--- config.mk ---
export PLATFORM = sky130hd
export DESIGN_NAME = alu_issue_stage_flat
export DESIGN_NICKNAME = d
export VERILOG_FILES = /design/src/rtl/alu_issue_pkg.sv /design/src/rtl/alu_issue_if.sv /design/src/rtl/alu_op_decode.sv /design/src/rtl/alu_issue_stage.sv /design/src/flat_wrapper.sv
export SDC_FILE = /design/constraint.sdc
export NUM_CORES = 1
export LEC_CHECK = 0
export ABC_AREA = 1
export BUFFER_PORTS_ARGS = -buffer_cell sky130_fd_sc_hd__buf_2
export CORE_AREA = 5 5 153 96
export CTS_CLUSTER_DIAMETER = 30
export CTS_CLUSTER_SIZE = 28
export DETAILED_ROUTE_END_ITERATION = 10
export DIE_AREA = 0 0 158 101
export PLACE_DENSITY_LB_ADDON = 0.25
export SYNTH_ARGS = -nofsm -noshare
export SYNTH_HDL_FRONTEND = slang
export SYNTH_HIERARCHICAL = 1
export SYNTH_SLANG_ARGS = --single-unit
--- constraint.sdc ---
create_clock -name clk -period 2.6 [get_ports clk]
set_clock_uncertainty 0.2 [all_clocks]
set_input_delay 0.39 -clock clk [delete_from_list [all_inputs] [get_ports clk]]
set_output_delay 0.39 -clock clk [all_outputs]
set_load 0.01 [all_outputs]
--- src/rtl/alu_issue_pkg.sv ---
// Shared constants and types for the ALU issue stage: ALU operation codes,
// RV32I major opcodes and the decoder result record.
package alu_issue_pkg;

  localparam logic [3:0] ALUOP_AND = 4'd0;
  localparam logic [3:0] ALUOP_OR  = 4'd1;
  localparam logic [3:0] ALUOP_ADD = 4'd2;
  localparam logic [3:0] ALUOP_SLL = 4'd3;
  localparam logic [3:0] ALUOP_SRL = 4'd4;
  localparam logic [3:0] ALUOP_SUB = 4'd5;
  localparam logic [3:0] ALUOP_SRA = 4'd6;
  localparam logic [3:0] ALUOP_SLT = 4'd7;
  localparam logic [3:0] ALUOP_EQ  = 4'd8;
  localparam logic [3:0] ALUOP_NE  = 4'd9;
  localparam logic [3:0] ALUOP_LT  = 4'd10;
  localparam logic [3:0] ALUOP_GE  = 4'd11;
  localparam logic [3:0] ALUOP_XOR = 4'd12;

  typedef enum logic [3:0] {
    OP_AND = ALUOP_AND, OP_OR = ALUOP_OR, OP_ADD = ALUOP_ADD, OP_SLL = ALUOP_SLL,
    OP_SRL = ALUOP_SRL, OP_SUB = ALUOP_SUB, OP_SRA = ALUOP_SRA, OP_SLT = ALUOP_SLT,
    OP_EQ  = ALUOP_EQ,  OP_NE  = ALUOP_NE,  OP_LT  = ALUOP_LT,  OP_GE  = ALUOP_GE,
    OP_XOR = ALUOP_XOR
  } alu_op_e;

  localparam logic [6:0] RV_OP     = 7'b0110011;
  localparam logic [6:0] RV_OP_IMM = 7'b0010011;
  localparam logic [6:0] RV_LOAD   = 7'b0000011;
  localparam logic [6:0] RV_STORE  = 7'b0100011;
  localparam logic [6:0] RV_BRANCH = 7'b1100011;
  localparam logic [6:0] RV_LUI    = 7'b0110111;
  localparam logic [6:0] RV_AUIPC  = 7'b0010111;
  localparam logic [6:0] RV_JAL    = 7'b1101111;
  localparam logic [6:0] RV_JALR   = 7'b1100111;

  typedef enum logic [1:0] {SRCA_ZERO = 2'd0, SRCA_RS1 = 2'd1, SRCA_PC = 2'd2} srca_sel_e;
  typedef enum logic [1:0] {SRCB_ZERO = 2'd0, SRCB_RS2 = 2'd1, SRCB_IMM = 2'd2, SRCB_FOUR = 2'd3} srcb_sel_e;

  typedef struct packed {
    alu_op_e     op;
    srca_sel_e   a_sel;
    srcb_sel_e   b_sel;
    logic [31:0] imm;
    logic        illegal;
  } decode_t;

  localparam decode_t DEC_ILLEGAL = '{op: OP_AND, a_sel: SRCA_ZERO, b_sel: SRCB_ZERO,
                                      imm: 32'd0, illegal: 1'b1};

endpackage

--- src/rtl/alu_issue_if.sv ---
// Handshake bus of the ALU issue stage: upstream instruction side and
// downstream registered-operand side.
interface alu_issue_if #(
  parameter int DATA_WIDTH    = 32,
  parameter int OPCODE_LENGTH = 4
);
  logic                     in_valid;
  logic                     in_ready;
  logic [31:0]              instr;
  logic [DATA_WIDTH-1:0]    pc;
  logic [DATA_WIDTH-1:0]    rs1_data;
  logic [DATA_WIDTH-1:0]    rs2_data;
  logic                     out_valid;
  logic                     out_ready;
  logic [DATA_WIDTH-1:0]    SrcA;
  logic [DATA_WIDTH-1:0]    SrcB;
  logic [OPCODE_LENGTH-1:0] Operation;
  logic                     out_illegal;

  modport master (
    output in_valid, instr, pc, rs1_data, rs2_data, out_ready,
    input  in_ready, out_valid, SrcA, SrcB, Operation, out_illegal
  );

  modport slave (
    input  in_valid, instr, pc, rs1_data, rs2_data, out_ready,
    output in_ready, out_valid, SrcA, SrcB, Operation, out_illegal
  );
endinterface

--- src/rtl/alu_op_decode.sv ---
// Combinational RV32I decoder: instruction word to ALU operation, operand
// selects, sign-extended immediate and illegal flag.
module alu_op_decode
  import alu_issue_pkg::*;
(
  input  logic [31:0] instr,
  output decode_t     dec
);

  logic [6:0]  opcode_s;
  logic [2:0]  funct3_s;
  logic        alt_s;
  logic [31:0] imm_i_s;
  logic [31:0] imm_s_s;
  logic [31:0] imm_u_s;
  logic [31:0] shamt_s;

  assign opcode_s = instr[6:0];
  assign funct3_s = instr[14:12];
  assign alt_s    = instr[30];
  assign imm_i_s  = {{20{instr[31]}}, instr[31:20]};
  assign imm_s_s  = {{20{instr[31]}}, instr[31:25], instr[11:7]};
  assign imm_u_s  = {instr[31:12], 12'h000};
  assign shamt_s  = {27'd0, instr[24:20]};

  // Opcode/funct3 decode; unmapped encodings fall back to the illegal record.
  always_comb begin
    dec = '{op: OP_AND, a_sel: SRCA_ZERO, b_sel: SRCB_ZERO, imm: 32'd0, illegal: 1'b0};
    case (opcode_s)
      RV_OP: begin
        dec.a_sel = SRCA_RS1;
        dec.b_sel = SRCB_RS2;
        case (funct3_s)
          3'b000:  dec.op = alt_s ? OP_SUB : OP_ADD;
          3'b001:  dec.op = OP_SLL;
          3'b010:  dec.op = OP_SLT;
          3'b100:  dec.op = OP_XOR;
          3'b101:  dec.op = alt_s ? OP_SRA : OP_SRL;
          3'b110:  dec.op = OP_OR;
          3'b111:  dec.op = OP_AND;
          default: dec = DEC_ILLEGAL;
        endcase
      end
      RV_OP_IMM: begin
        dec.a_sel = SRCA_RS1;
        dec.b_sel = SRCB_IMM;
        dec.imm   = imm_i_s;
        case (funct3_s)
          3'b000:  dec.op = OP_ADD;
          3'b001:  begin dec.op = OP_SLL; dec.imm = shamt_s; end
          3'b010:  dec.op = OP_SLT;
          3'b100:  dec.op = OP_XOR;
          3'b101:  begin dec.op = alt_s ? OP_SRA : OP_SRL; dec.imm = shamt_s; end
          3'b110:  dec.op = OP_OR;
          3'b111:  dec.op = OP_AND;
          default: dec = DEC_ILLEGAL;
        endcase
      end
      RV_LOAD:  dec = '{op: OP_ADD, a_sel: SRCA_RS1, b_sel: SRCB_IMM, imm: imm_i_s, illegal: 1'b0};
      RV_STORE: dec = '{op: OP_ADD, a_sel: SRCA_RS1, b_sel: SRCB_IMM, imm: imm_s_s, illegal: 1'b0};
      RV_BRANCH: begin
        dec.a_sel = SRCA_RS1;
        dec.b_sel = SRCB_RS2;
        case (funct3_s)
          3'b000:  dec.op = OP_EQ;
          3'b001:  dec.op = OP_NE;
          3'b100:  dec.op = OP_LT;
          3'b101:  dec.op = OP_GE;
          default: dec = DEC_ILLEGAL;
        endcase
      end
      RV_LUI:   dec = '{op: OP_ADD, a_sel: SRCA_ZERO, b_sel: SRCB_IMM, imm: imm_u_s, illegal: 1'b0};
      RV_AUIPC: dec = '{op: OP_ADD, a_sel: SRCA_PC, b_sel: SRCB_IMM, imm: imm_u_s, illegal: 1'b0};
      RV_JAL, RV_JALR:
                dec = '{op: OP_ADD, a_sel: SRCA_PC, b_sel: SRCB_FOUR, imm: 32'd0, illegal: 1'b0};
      default:  dec = DEC_ILLEGAL;
    endcase
  end

endmodule

--- src/rtl/alu_issue_stage.sv ---
// ALU issue stage: decodes an RV32I instruction and registers ALU operands
// behind a valid/ready handshake. Define ALU_ISSUE_FWD_EN to enable EX/MEM forwarding.
module alu_issue_stage
  import alu_issue_pkg::*;
#(
  parameter int DATA_WIDTH    = 32,
  parameter int OPCODE_LENGTH = 4
)(
  input  logic                  clk,
  input  logic                  reset,
  alu_issue_if.slave            bus,
  input  logic                  flush,
  input  logic                  fwd_we,
  input  logic [4:0]            fwd_rd,
  input  logic [DATA_WIDTH-1:0] fwd_data,
  output logic [15:0]           issue_count
);

  decode_t                  dec_s;
  logic [DATA_WIDTH-1:0]    rs1_s;
  logic [DATA_WIDTH-1:0]    rs2_s;
  logic [DATA_WIDTH-1:0]    imm_s;
  logic [DATA_WIDTH-1:0]    srca_s;
  logic [DATA_WIDTH-1:0]    srcb_s;
  logic                     in_ready_s;
  logic                     accept_s;
  logic                     out_valid_r;
  logic [DATA_WIDTH-1:0]    srca_r;
  logic [DATA_WIDTH-1:0]    srcb_r;
  logic [OPCODE_LENGTH-1:0] op_r;
  logic                     illegal_r;
  logic [15:0]              count_r;

  alu_op_decode u_decode (
    .instr (bus.instr),
    .dec   (dec_s)
  );

`ifdef ALU_ISSUE_FWD_EN
  // Substitute the in-flight EX/MEM result for a stale register-file read; x0 is never forwarded.
  always_comb begin
    rs1_s = bus.rs1_data;
    rs2_s = bus.rs2_data;
    if (fwd_we && (fwd_rd != 5'd0) && (fwd_rd == bus.instr[19:15])) begin
      rs1_s = fwd_data;
    end else begin
      rs1_s = bus.rs1_data;
    end
    if (fwd_we && (fwd_rd != 5'd0) && (fwd_rd == bus.instr[24:20])) begin
      rs2_s = fwd_data;
    end else begin
      rs2_s = bus.rs2_data;
    end
  end
`else
  logic unused_fwd_s;
  assign unused_fwd_s = ^{fwd_we, fwd_rd, fwd_data};
  assign rs1_s = bus.rs1_data;
  assign rs2_s = bus.rs2_data;
`endif

  assign imm_s = DATA_WIDTH'($signed(dec_s.imm));

  // Operand multiplexers driven by the decoder selects.
  always_comb begin
    srca_s = '0;
    srcb_s = '0;
    case (dec_s.a_sel)
      SRCA_RS1: srca_s = rs1_s;
      SRCA_PC:  srca_s = bus.pc;
      default:  srca_s = '0;
    endcase
    case (dec_s.b_sel)
      SRCB_RS2:  srcb_s = rs2_s;
      SRCB_IMM:  srcb_s = imm_s;
      SRCB_FOUR: srcb_s = DATA_WIDTH'(4);
      default:   srcb_s = '0;
    endcase
  end

  assign in_ready_s = !out_valid_r || bus.out_ready;
  assign accept_s   = bus.in_valid && in_ready_s && !flush;

  // Output register: flush wins over accept and handshake; payload only changes on accept.
  always_ff @(posedge clk or posedge reset) begin
    if (reset) begin
      out_valid_r <= 1'b0;
      srca_r      <= '0;
      srcb_r      <= '0;
      op_r        <= '0;
      illegal_r   <= 1'b0;
    end else if (flush) begin
      out_valid_r <= 1'b0;
    end else if (accept_s) begin
      out_valid_r <= 1'b1;
      srca_r      <= srca_s;
      srcb_r      <= srcb_s;
      op_r        <= OPCODE_LENGTH'(dec_s.op);
      illegal_r   <= dec_s.illegal;
    end else if (bus.out_ready) begin
      out_valid_r <= 1'b0;
    end else begin
      out_valid_r <= out_valid_r;
    end
  end

  // Saturating count of accepted instructions.
  always_ff @(posedge clk or posedge reset) begin
    if (reset) begin
      count_r <= 16'd0;
    end else if (accept_s && (count_r != 16'hFFFF)) begin
      count_r <= count_r + 16'd1;
    end else begin
      count_r <= count_r;
    end
  end

  assign bus.in_ready    = in_ready_s;
  assign bus.out_valid   = out_valid_r;
  assign bus.SrcA        = srca_r;
  assign bus.SrcB        = srcb_r;
  assign bus.Operation   = op_r;
  assign bus.out_illegal = illegal_r;
  assign issue_count     = count_r;

endmodule
--- src/flat_wrapper.sv ---
// flat-port wrapper written by rule: the top's interface ports become plain ports
module alu_issue_stage_flat import alu_issue_pkg::*;
#(
  parameter int DATA_WIDTH    = 32,
  parameter int OPCODE_LENGTH = 4
)
  (clk, reset, flush, fwd_we, fwd_rd, fwd_data, issue_count, bus_in_valid, bus_instr, bus_pc, bus_rs1_data, bus_rs2_data, bus_out_ready, bus_in_ready, bus_out_valid, bus_SrcA, bus_SrcB, bus_Operation, bus_out_illegal);
  alu_issue_if #(.DATA_WIDTH(DATA_WIDTH), .OPCODE_LENGTH(OPCODE_LENGTH)) bus_i ();
  input  logic clk;
  input  logic reset;
  input  logic flush;
  input  logic fwd_we;
  input  logic [4:0] fwd_rd;
  input  logic [DATA_WIDTH-1:0] fwd_data;
  output logic [15:0] issue_count;
  input wire logic [$bits(bus_i.in_valid)-1:0] bus_in_valid;
  input wire logic [$bits(bus_i.instr)-1:0] bus_instr;
  input wire logic [$bits(bus_i.pc)-1:0] bus_pc;
  input wire logic [$bits(bus_i.rs1_data)-1:0] bus_rs1_data;
  input wire logic [$bits(bus_i.rs2_data)-1:0] bus_rs2_data;
  input wire logic [$bits(bus_i.out_ready)-1:0] bus_out_ready;
  output wire logic [$bits(bus_i.in_ready)-1:0] bus_in_ready;
  output wire logic [$bits(bus_i.out_valid)-1:0] bus_out_valid;
  output wire logic [$bits(bus_i.SrcA)-1:0] bus_SrcA;
  output wire logic [$bits(bus_i.SrcB)-1:0] bus_SrcB;
  output wire logic [$bits(bus_i.Operation)-1:0] bus_Operation;
  output wire logic [$bits(bus_i.out_illegal)-1:0] bus_out_illegal;
  assign bus_i.in_valid = bus_in_valid;
  assign bus_i.instr = bus_instr;
  assign bus_i.pc = bus_pc;
  assign bus_i.rs1_data = bus_rs1_data;
  assign bus_i.rs2_data = bus_rs2_data;
  assign bus_i.out_ready = bus_out_ready;
  assign bus_in_ready = bus_i.in_ready;
  assign bus_out_valid = bus_i.out_valid;
  assign bus_SrcA = bus_i.SrcA;
  assign bus_SrcB = bus_i.SrcB;
  assign bus_Operation = bus_i.Operation;
  assign bus_out_illegal = bus_i.out_illegal;
  alu_issue_stage #(.DATA_WIDTH(DATA_WIDTH), .OPCODE_LENGTH(OPCODE_LENGTH)) u_core (.clk(clk), .reset(reset), .bus(bus_i), .flush(flush), .fwd_we(fwd_we), .fwd_rd(fwd_rd), .fwd_data(fwd_data), .issue_count(issue_count));
endmodule
Yosys cells after proc, flatten, opt, wreduce, memory -nomap -nowiden
Cells that the tools add are included.
- add/sub/neg operators: 1
- equality and inequality tests: 21
- muxes and demuxes: 16
- bitwise logic cells: 1
- reduce and logical (&&, ||, !) cells: 14
- operators with widths (kind ; number):
    41-bit one-hot mux with 8 select lines ; 1
    32-bit one-hot mux with 2 select lines ; 2
    32-bit one-hot mux with 3 select lines ; 1
    36-bit two-way mux ; 2
    4-bit one-hot mux with 6 select lines ; 2
    7-bit by 6-bit equality test with 1-bit output (second input constant) ; 3
    7-bit equality test (second input constant) ; 3
    16-bit by 1-bit adder with 16-bit output (second input constant) ; 1
    16-bit inequality test (second input constant) ; 1
    4-bit one-hot mux with 4 select lines ; 1
    7-bit by 5-bit equality test with 1-bit output (second input constant) ; 2
    3-bit equality test (second input constant) ; 4
    7-bit by 2-bit equality test with 1-bit output (second input constant) ; 1
    7-bit OR reduction ; 1
    2-bit equality test (second input constant) ; 3
    3-bit two-way mux ; 2
    5-bit OR reduction ; 1
    2-bit by 1-bit equality test with 1-bit output (second input constant) ; 2
    1-bit two-way mux ; 4
    2-bit OR reduction ; 2
    4-bit OR reduction ; 1
    3-bit by 1-bit equality test with 1-bit output (second input constant) ; 1
    3-bit by 2-bit equality test with 1-bit output (second input constant) ; 1
    1-bit logical AND ; 3
    7 further kinds ; 8
- register bits: 86
- logic and storage cells: 59

Logic depth before layout (Yosys ltp)
- depth after elaboration: 6
- depth in mapped cells: 14
- mapped depth without buffers: 13

By module
Netlist, hierarchy kept.
- by module, submodules not included (module ; instances ; cells an instance ; area each (µm²)):
    alu_issue_stage ; 1 ; 600 ; 4561.9
    alu_op_decode ; 1 ; 195 ; 960.9

Worst setup path after synthesis
OpenSTA, ideal clock, no wires.
- path type: input to register
- start: in bus_instr[5]
- end: reg u_core.srca_r[0] (netlist: u_core/bus.SrcA[0])
- setup time: 0.076 ns
- data arrival time: 1.914 ns
- required time: 2.324 ns
- setup slack: 0.410 ns
- stages on the path: 12
- buffers on the path: 2
- cell sequence: buf_4 -> nand3_1 -> nor2_1 -> nand2_1 -> nand2_1 -> inv_1 -> nand2_1 -> inv_1 -> ha_1 -> or2_1 -> buf_2 -> o21ai_1
- RTL lines (element ; line ; text):
    from (decl) ; flat_wrapper.sv:17 ; input wire logic [$bits(bus_i.instr)-1:0] bus_instr;
    to (signal assigned) ; alu_issue_stage.sv:96 ; srca_r <= srca_s;
    to (decl) ; alu_issue_stage.sv:28 ; logic [DATA_WIDTH-1:0] srca_r;

==> flow_summary.yaml <==
critical_path:
  cp.arrival_ns: 2.20
  worstPathRequired_ns: 2.65
  crit_family: "simple AND/OR/NAND/NOR gates"
  cp_cell_sequence: "buf_2 > inv_1 > nand3_1 > nor2_1 > nand2_1 > nand2_1 > inv_1 > nand2_1 > inv_1 > ha_1 > or2_1 > buf_4 > o21ai_0"
  path_class: "in -> reg"
  startpoint_type: "primary input"
  crit_slowest_cell: "ha_1"
  timing.critical_path.buf_inv: 5
  critPathMaxStageDelay_ns: 0.27
  end_kind: "flip-flop"
  critPathMaxFanout: 15
synth:
  synth_cell_types: 31
  syn-num-nets: 969
  syn_area_per_cell_um2: 6.95
  netlist_area_um2: 5520
  synthesis.instances: 795
  ys_ff_latch: 86
  yosysSeqAreaShare_pct: 39.0
  yosysWarnings: 6
detailed_routing:
  routed_wl_um: 16700
  via_per_inst: 4.89
  first_pass_iters: 5
  vias: 5792
  wire_per_inst_um: 14.1
  drtIter0Drc: 391
  drc: 0
  postRouteAntennaNets: 0
timing:
  period_needed_ns: 2.15
  rsz0062_at_grt: "false"
  timing.fmax_mhz: 465
  worstMarginPinSlew_ns: 0.529
  setup_viol_count_final: 0
  finalHoldViolCount: 24
  finalSetupTns_ns: 0
  fin_crit_sh_pct: 82.6
  finalMaxSlewViolations: 0
  worst_hold_slack_ns: -0.0187
  relSlewSlack_pct: 64.7
cts:
  cts_tree: "built"
  clk_latency_ns: 0.33
  clock_path_buffers: 2
  cts_hold_buf: 0
  clock_sinks: 86
  postCtsSetupRepairBufs: 0
  cts_made_buffers: 9
  htree_num_levels: 3
  cts-root-buf: "clkbuf_16"
  ctsResizeCount: 0
  clk_pin_slew_ns: 0.06
global_route:
  use_met3_pct: 6.18
  grt_overflow_total: 0
  grt_usage_pct: 21.0
  grt_use_met2_pct: 31.7
  grt_pass1_vias: 5528
  grt_busiest_layer: "met2"
  antenna_found_initial: 0
  grt_pass1_wl_um: 27300
  grt_max_degree: 87
  grt_use_met1_pct: 30.2
cells_and_area:
  nets: 1178
  stdcell_area_um2: 7120
  n_antenna_cell: 0
  synthToLayoutAreaGrowth_pct: 28.8
  fill_cells: 1342
  drive_gt1_share_pct: 29.0
floorplanning:
  core_area_um2: 13300
  num_rows: 33
  fp.dieH_um: 101
  pin_count: 258
  start_util_pct: 41.7
  die_w_um: 158
  die-area_um2: 16000
power:
  power_density_nw_per_um2: 483
  peakVddDrop_mv: 0.268
  p_leak_nw: 4.05
hold_path:
  hold_path.class: "in -> async"
placed_design:
  io_buffers: 219
  place_area_um2: 6800
  place.gp.congestion: 0.874
  hpwlAfterDp_um: 12500
outcome:
  violations: "negative hold slack"
  status: "finished with violations"
run:
  cap_violations: 0
path summary, 6_finish.rpt:
check | start | to | cells after the start | slack [ns]
setup / recovery | bus_instr[4] | u_core/bus.SrcA[30] | 13 | 0.45
hold / removal | reset | u_core/issue_count[7] | 3 | -0.02
setup reg to reg | u_core/issue_count[0] | u_core/issue_count[7] | 8 | 0.73
hold reg to reg | u_core/bus.SrcB[24] | u_core/bus.SrcB[24] | 2 | 0.27
max in group asynchronous | reset | u_core/bus.SrcB[31] | 3 | 1.85
min in group clk | flush | u_core/bus.out_valid | 2 | 0.06
worst min-delay path, cell delays in order:
cell and delay, ns:
buf_2 0.11, clkinvlp_4 0.07, buf_12 0.37
per-layer routing:
metal	vias to the layer above	wire (um)
li1	2948	-
met1	2607	7910
met2	225	7060
met3	12	1570
met4	0	170
met5	-	0
power by group:
group / leakage (nW) / switching [mW] / internal, mW / total (mW)
logic: 2.71 / 0.341 / 0.228 / 0.570
clock network: 0.152 / 0.544 / 0.841 / 1.39
registers: 1.18 / 0.0818 / 1.40 / 1.48
cells in the final DEF (no fill, tap or decap), types with 2 or more instances in the layout:
master and instances:
nand3_1 90, inv_2 5, nor2_4 5, clkinvlp_4 2, a22o_1 32, nor2_2 3
a21oi_1 2, nand4_1 10, o21ai_1 45, nor2_1 30, buf_2 219, inv_1 101
bufinv_16 2, nor3_1 3, o21ai_0 26, buf_12 2, nand2_1 275, ha_1 3
dfrtp_1 86, a21boi_0 5, nand3_2 3, nand2_2 9, nand2_4 2, nor2_8 2
xnor2_1 2, o21ai_2 6, clkinv_2 2, clkbuf_16 9, buf_4 20, or2_1 2
registers in the layout, indices dropped and copies added, names as in the netlist:
name and count:
u_core/bus.out_illegal 1, u_core/bus.SrcB 32, u_core/bus.SrcA 32, u_core/bus.Operation 4, u_core/issue_count 16, u_core/bus.out_valid 1
cells by family (layout without fill, tap and decap cells):
family	after synthesis	count (layout)	synth area share [%]
simple gates	436	436	34.9
compound gates	117	117	13.5
fa+ha+maj	3	3	0.680
flops	86	86	39.0
buf+inv	150	364	11.5
xor+xnor	3	3	0.476
per-stage QoR:
stage | power [mW] | setup WS, ns | hold WS, ns | instances | utilization [%]
floorplan | 1.81 | 0.410 | 0.253 | 795 | -
global placement | 2.07 | 0.139 | 0.259 | 1168 | 51.3
detailed placement | 2.08 | 0.105 | 0.261 | 1168 | 51.3
CTS | 3.49 | 0.462 | 0.00611 | 1184 | 53.7
global route | 3.61 | 0.218 | 0.0127 | 1184 | 53.7
finish | 3.44 | 0.452 | -0.0187 | 1184 | 53.7
Yosys cell counts:
cell | count | share of area [%]
nand2_1 | 275 | 19
xnor2_1 | 2 | 0.32
inv_2 | 5 | 0.34
nor3_1 | 3 | 0.27
a22o_1 | 32 | 5.1
nand4_2 | 1 | 0.23
nand3b_1 | 1 | 0.14
buf_2 | 14 | 1.3
nand2_4 | 2 | 0.41
o21ai_0 | 26 | 2.4
ha_1 | 3 | 0.68
nand2_2 | 9 | 1.0
buf_4 | 4 | 0.54
nand3_1 | 90 | 8.2
dfrtp_1 | 86 | 39
o21ai_2 | 6 | 0.95
nor2_8 | 2 | 0.72
a21boi_0 | 5 | 0.68
or2_1 | 2 | 0.23
buf_6 | 5 | 1.0
o21ai_1 | 45 | 4.1
nor2_1 | 30 | 2.0
nor2_2 | 3 | 0.34
xor2_1 | 1 | 0.16
inv_1 | 102 | 6.9
nor2_4 | 5 | 1.0
nand4_1 | 10 | 1.1
a21oi_1 | 2 | 0.18
clkbuf_1 | 20 | 1.4
nand3_2 | 3 | 0.54
o221ai_1 | 1 | 0.16
area by class of cell:
class / count / area [um2] / area share, %
well taps: 175 / 219 / 3.08
inverters: 107 / 405 / 5.70
clock buffers: 10 / 229 / 3.22
clock inverters: 6 / 86.3 / 1.21
repair buffers: 241 / 1290 / 18.1
flip-flops and latches: 86 / 2150 / 30.2
multi-input cells: 559 / 2740 / 38.5
(Power assumes the default switching activity.)
